==> src/rtl/tdm_demux8.sv <==
// Receive side of a slot-interleaved serial link: aligns on the slot-0 sync
// marker, collects CHANNELS slots and presents each complete frame in parallel.
module tdm_demux8 #(
    parameter int CHANNELS = 8,
    parameter int W        = 1,
    localparam int SELW    = $clog2(CHANNELS)
) (
    input  logic                  clk,
    input  logic                  reset,
    input  logic [W-1:0]          din,
    input  logic                  din_valid,
    input  logic                  sync,
    output logic [CHANNELS*W-1:0] ch_out,
    output logic                  frame_valid,
    output logic [SELW-1:0]       slot,
    output logic                  sync_err,
    output logic                  locked
);

    typedef enum logic {HUNT, LOCK} state_t;

    localparam logic [SELW-1:0] LAST_SLOT = SELW'(CHANNELS - 1);

    state_t                state_q, state_d;
    logic [SELW-1:0]       slot_q, slot_d;
    logic [CHANNELS*W-1:0] buf_q, buf_d;
    logic [CHANNELS*W-1:0] ch_out_q, ch_out_d;
    logic                  frame_valid_q, frame_valid_d;
    logic                  sync_err_q, sync_err_d;

    // din and sync are only meaningful on edges where din_valid=1; there is no
    // backpressure, every valid beat is consumed on the edge that samples it.
    always_comb begin
        state_d       = state_q;
        slot_d        = slot_q;
        buf_d         = buf_q;
        ch_out_d      = ch_out_q;
        frame_valid_d = 1'b0;
        sync_err_d    = 1'b0;
        if (din_valid) begin
            case (state_q)
                HUNT: begin
                    if (sync) begin
                        buf_d[W-1:0] = din;
                        slot_d       = SELW'(1);
                        state_d      = LOCK;
                    end
                end
                LOCK: begin
                    if (sync) begin
                        // A marker anywhere but slot 0 restarts the frame at this beat.
                        sync_err_d   = (slot_q != '0);
                        buf_d[W-1:0] = din;
                        slot_d       = SELW'(1);
                    end else if (slot_q == '0) begin
                        sync_err_d = 1'b1;
                        state_d    = HUNT;
                    end else if (slot_q == LAST_SLOT) begin
                        ch_out_d                         = buf_q;
                        ch_out_d[(CHANNELS-1)*W +: W]    = din;
                        frame_valid_d                    = 1'b1;
                        slot_d                           = '0;
                    end else begin
                        buf_d[int'(slot_q)*W +: W] = din;
                        slot_d                     = slot_q + SELW'(1);
                    end
                end
                default: state_d = HUNT;
            endcase
        end
    end

    always_ff @(posedge clk) begin
        if (reset) begin
            state_q       <= HUNT;
            slot_q        <= '0;
            buf_q         <= '0;
            ch_out_q      <= '0;
            frame_valid_q <= 1'b0;
            sync_err_q    <= 1'b0;
        end else begin
            state_q       <= state_d;
            slot_q        <= slot_d;
            buf_q         <= buf_d;
            ch_out_q      <= ch_out_d;
            frame_valid_q <= frame_valid_d;
            sync_err_q    <= sync_err_d;
        end
    end

    assign ch_out      = ch_out_q;
    assign frame_valid = frame_valid_q;
    assign slot        = slot_q;
    assign sync_err    = sync_err_q;
    assign locked      = (state_q == LOCK);

endmodule
==> config.mk <==
export PLATFORM = sky130hd
export DESIGN_NAME = tdm_demux8
export DESIGN_NICKNAME = d
export VERILOG_FILES = /design/src/rtl/tdm_demux8.sv
export SDC_FILE = /design/constraint.sdc
export NUM_CORES = 1
export LEC_CHECK = 0
export BUFFER_PORTS_ARGS = -buffer_cell sky130_fd_sc_hd__buf_4
export CORE_AREA = 2 2 53 55
export CTS_CLUSTER_DIAMETER = 200
export DETAILED_ROUTE_END_ITERATION = 12
export DIE_AREA = 0 0 55 57
export SLEW_MARGIN = 20
export SYNTH_ARGS = -nofsm -noshare
export SYNTH_HDL_FRONTEND = slang
export SYNTH_SLANG_ARGS = --single-unit
==> constraint.sdc <==
create_clock -name clk -period 3.65 [get_ports clk]
set_clock_uncertainty 0.15 [all_clocks]
set_input_delay 0.1825 -clock clk [delete_from_list [all_inputs] [get_ports clk]]
set_output_delay 0.1825 -clock clk [all_outputs]
set_load 0.05 [all_outputs]
Word-level counts from Yosys, hierarchy flattened
Cells that the tools add are included.
{ "word_totals": {"reg_bits": 22, "in_bits": 5, "output_inout_bits": 14, "elab_cells": 46} }
{ "classes": {"n_addsub": 2, "eq_ne": 4, "shift": 2, "n_mux": 18, "bitwise": 5, "reduce_logical": 8} }
{ "ops": {"columns": ["op", "count"], "rows": [
  ["$neg A3 Y33", 1],
  ["$shift A1 B33 Y8 const A", 1],
  ["$shiftx A1 B33 Y8", 1],
  ["$mux W3", 4],
  ["$mux W1", 10],
  ["$reduce_and A5 Y1", 2],
  ["$bwmux W8", 1],
  ["$ne A3 B3 Y1 const B", 2],
  ["$pmux W3 S2", 1],
  ["$not A1 Y1", 5],
  ["$reduce_or A5 Y1", 1],
  ["$pmux W1 S2", 2],
  ["$reduce_and A4 Y1", 1],
  ["$add A3 B1 Y3 const B", 1],
  ["$eq A3 B3 Y1 const B", 1],
  ["$logic_not A3 Y1", 1],
  ["$reduce_and A3 Y1", 1],
  ["$reduce_bool A3 Y1", 1],
  ["$reduce_or A3 Y1", 1],
  ["$ne A2 B2 Y1 const B", 1]
]} }

Longest topological paths before layout
{ "logic_depth": {"ltp_word": 7, "mapped_depth": 9, "mapped_depth_nobuf": 9} }

Worst setup path after synthesis
OpenSTA, ideal clock, no wires.
{ "synth_path": {"path_type": "reg-to-reg", "from": "register slot_q[0], in the netlist slot[0]", "to": "register buf_q[4]", "setup_time_ns": 0.072, "arrival_time_ns": 2.101, "required_ns": 3.428, "setup_slack_ns": 1.327, "stages_incl_launch_ff": 8, "path_buffers": 0, "synth_period_minus_slack_ns": 2.323, "path_cell_list": "dfxtp_1 inv_1 ha_1 ha_1 and4bb_1 nand2_1 nor3_2 mux2i_1"} }
{ "synth_via": {"elab_chain_cells": 3, "elab_cells_between_ends": 9, "cone_classes": "add/sub (1); eq/ne (1); shift (2); mux (1); bitwise (2); reduce/logical (2)"} }
{ "synth_lines": {"columns": ["item", "line_no", "source"], "rows": [
  ["start, declared", "25", "logic [SELW-1:0] slot_q, slot_d;"],
  ["start signal, assigned", "83", "slot_q <= slot_d;"],
  ["$neg A3 Y33 (tied with other cells)", "64", "buf_d[int'(slot_q)*W +: W] = din;"],
  ["$shiftx A1 B33 Y8 (tied with other cells)", "64", null],
  ["$bwmux W8 or $reduce_and A5 Y1 (tied branches)", null, null],
  ["end signal, assigned", "84", "buf_q <= buf_d;"],
  ["end, declared", "26", "logic [CHANNELS*W-1:0] buf_q, buf_d;"]
]} }
Parallel ways exist; a longest one is shown, timed or not.
A chain may end at the register's enable or synchronous reset.

Final worst setup path
{ "layout_path": {"from": "register slot_q[0], in the netlist slot[0]", "to": "register ch_out_q[3], in the netlist ch_out[3]"} }
{ "layout_via": {"elab_chain_cells": 3, "elab_cells_between_ends": 4, "cone_classes": "eq/ne (1); bitwise (1); reduce/logical (2)"} }
{ "layout_lines": {"columns": ["item", "line_no", "source"], "rows": [
  ["$logic_not A3 Y1", "55", "end else if (slot_q == '0) begin"],
  ["$not A1 Y1 (no source line)", null, null],
  ["$reduce_and A5 Y1 (no source line) (*)", null, null],
  ["end signal, assigned", "85", "ch_out_q <= ch_out_d;"],
  ["end, declared", "27", "logic [CHANNELS*W-1:0] ch_out_q, ch_out_d;"]
]} }
Mark *: on every way between the ends. The rest lies on a longest branch, timed or not.

==> results.txt <==
----------------------------------------------------
[Global routing]
  Global-route usage over all layers ... 0.132
  Number of global-route vias before repair ... 700
  GR Overflow Total ... 0
  Global-route wire length before repair ... 3.06 mm
  Largest net degree at the start of global routing ... 23
  Initial antenna violation count ... 0

[Worst setup path]
  Data arrival time of the critical path ... ~2.4 ns
  Slowest stage delay, CP ... roughly 0.49 ns
  Element type at the critical path start ... register
  Cell at the slowest stage of the critical path ... dfxtp_1
  Worst path buffer plus inverter count ... 2
  Critical path endpoint category ... register
  Gate family responsible for the most delay along the worst path ... adder cells
  Dominant cell type by count on the critical path ... ha_1
  Cell-by-cell listing of the critical path ... inv_1 > ha_1 > ha_1 > inv_1 > ha_1 > nand2_1 > nor2_1 > nand2_1 > a21oi_1
  Data required time of the critical path ... roughly 3.7 ns
  Critical path type ... reg -> reg
  Top fanout value on the critical path ... 9

[Placement]
  Input/output buffers ... 18
  Count of placed standard cells including taps ... between 150 and 200
  Cell area reported after detailed placement ... about 0.0011 sq mm
  Setup Slack @ Placement ... roughly 1.4 ns
  Detailed Place HPWL ... between 1 and 1.5 mm
  GP Congestion ... approximately 0.87

[Synthesis]
  Top cell types by occurrence after synthesis ... nand2_1 (23), dfxtp_1 (21), a21oi_1 (11)
  Post-synthesis average cell area ... approximately 8.6 sq um
  Top flip-flop cell by instance count after synthesis ... dfxtp_1
  Number of library cell types mapped by synthesis ... 24
  Library cell occupying the most area in the post-synthesis netlist ... dfxtp_1
  Mapped Nets ... between 100 and 150
  Most area-consuming cells after synthesis ... dfxtp_1 (43%), nand2_1 (8.8%), ha_1 (7.6%)
  Cells after synthesis ... around 120
  Most repeated cell in the gate-level netlist after synthesis ... nand2_1
  Sequential share of the synthesized area ... 0.427
  Share of the synthesized area in the top cell type ... 0.427
  Number of enable flip-flop cells after synthesis ... 0
  Flops & latches, synth ... 21
  Count of yosys warnings during synthesis ... 0
  Async SR Flop Fraction ... 0
  Area of the mapped netlist ... approximately 980 sq um

[Clock network]
  CTS tree ... built
  Max H-tree Level ... 1
  Clock buffer depth ... 2
  Total CTS buffers ... 3
  Insertion delay to the later sink of the worst-skew pair ... roughly 0.3 ns
  Buffer type at the clock tree root ... clkbuf_4
  Cts repair resizes ... 0
  CTS sink cnt ... 21
  Clock slew at reported path FFs ... 0.12 ns

[Die]
  Starting density of the core ... 0.376
  Die boundary width ... around 55 um
  Floorplan die height ... roughly 57 um
  Number of top-level design ports ... 19
  Area of the die ... roughly 0.0031 sq mm
  Number of rows created at floorplan ... 19
  Core area ... ~0.0026 sq mm

[Layout]
  Final Instance Area ... 0.00119 sq mm
  Count of placed standard cells in the final layout, fillers left out ... 167
  Area delta synth->final ... 21.0%
  Layout filler cell count ... slightly below 300
  Antenna fix cells ... 0
  Share of the core filled with cells in the final layout ... 0.455
  Share of layout cells above drive strength 1 ... 0.176
  Number of nets in the layout ... between 100 and 150

[Routing]
  Number of DRC markers in iteration 0 ... 21
  Detailed-route wire length per cell ... around 11 um
  Number of vias per cell ... between 4 and 5
  Via count ... approximately 820
  TritonRoute pass-1 iters ... 4
  Antenna violation net count after detailed routing ... 0
  DRC errors left ... 0
  Total wirelength of the detailed-routed design ... between 1.5 and 2 mm

[Timing]
  Setup Total Neg Slack ... 0 ns
  Crit path setup slack, layout ... around 1.4 ns
  Pins over their slew limit ... 0
  Upper clock frequency limit ... between 400 and 500 MHz
  RSZ-0062 raised after global routing ... no
  Worst slew slack as a fraction of its limit ... 0.657
  Setup violators final ... 0
  Count of endpoints failing hold in the final timing report ... 0
  Worst hold slack ... about 0.043 ns
  Actual transition at the worst max-transition pin ... 0.513 ns
  Final clock period utilization by the worst path ... 0.622
  Minimum period implied by the final worst setup slack ... 2.27 ns

[Pwr]
  Standby leakage power ... 0.481 nW
  Total design power ... 387 uW
  IR Drop Worst-Case VDD ... 178 uV
  Pwr/cell area ... approximately 330 mW/mm^2

[Hold path]
  Worst hold path class ... in -> reg

[Run status]
  Result of the run ... complete, no violations

[Run]
  Count of max-cap constraint violations ... 0

----------------------------------------------------
sequential cells by signal, summed over array words and instances, names as in the netlist:
signal	flops
locked	1
buf_q	7
sync_err	1
ch_out	8
frame_valid	1
slot	3
kinds of logic (layout without fill, tap and decap cells):
group,count (synthesis),in the layout,synth area share
buf+inv,8,29,0.0344
flops,21,21,0.427
mux,6,6,0.0611
simple gates,51,51,0.263
compound gates,23,23,0.137
fa+ha+maj,6,6,0.0763
worst reg2reg max path, delay by kind of cell, from the launching register on:
kind | cells | cell delay (ns)
simple gates | 3 | 0.57
buf+inv | 2 | 0.21
compound gates | 1 | 0.13
fa+ha+maj | 3 | 0.65
flops | 1 | 0.49
layer usage:
metal	global-route usage	part of all wire	up-vias
met2	0.197	0.46	9
met5	0	0	-
met4	0.0627	0.0089	0
met3	0.0236	0.030	2
met1	0.183	0.50	371
li1	-	-	439
worst paths after layout:
path	start	end	slack, ns	cells after the start
max	slot[0]	ch_out[3]	1.38	9
min reg2reg	buf_q[1]	ch_out[1]	0.31	2
max reg2reg	slot[0]	ch_out[3]	1.38	9
min	reset	ch_out[1]	0.04	2
report_power, final:
part | total (mW) | leakage [nW] | switching [mW] | internal (mW)
Clock | 0.111 | 0.0177 | 0.0705 | 0.0408
Combinational | 0.0408 | 0.293 | 0.0255 | 0.0153
Sequential | 0.235 | 0.170 | 0.00364 | 0.232
final cells by class:
class | count | area, sq um | area share
clock inverters | 1 | 5.00 | 0.00421
inverters | 5 | 18.8 | 0.0158
clock buffers | 3 | 22.5 | 0.0189
well taps | 31 | 38.8 | 0.0326
flip-flops and latches | 21 | 420 | 0.353
repair buffers | 20 | 155 | 0.130
multi-input cells | 86 | 529 | 0.445
layout by cell type, fill, tap and decap left out:
cell and count:
nand4_1 1, buf_4 18, dfxtp_1 21, and3b_1 1
nor3_2 2, a311oi_1 1, a21oi_1 11, dlygate4sd3_1 2
nor3b_1 2, mux2i_1 6, nor2_1 6, and2b_1 1
o31ai_1 2, clkinv_2 1, nand3_1 4, nor2b_1 6
o2111ai_1 3, nor3_1 2, nand2_1 23, o21ai_1 1
inv_1 5, and4bb_1 1, o21ai_0 5, nand2b_1 2
clkbuf_4 3, ha_1 6
what timing repair did:
action,4_1_cts,5_1_grt
endpoints found under the hold margin,2,0
hold buffers,2,0
buffers inserted,0,0
Power figures use the tool's default switching activity.
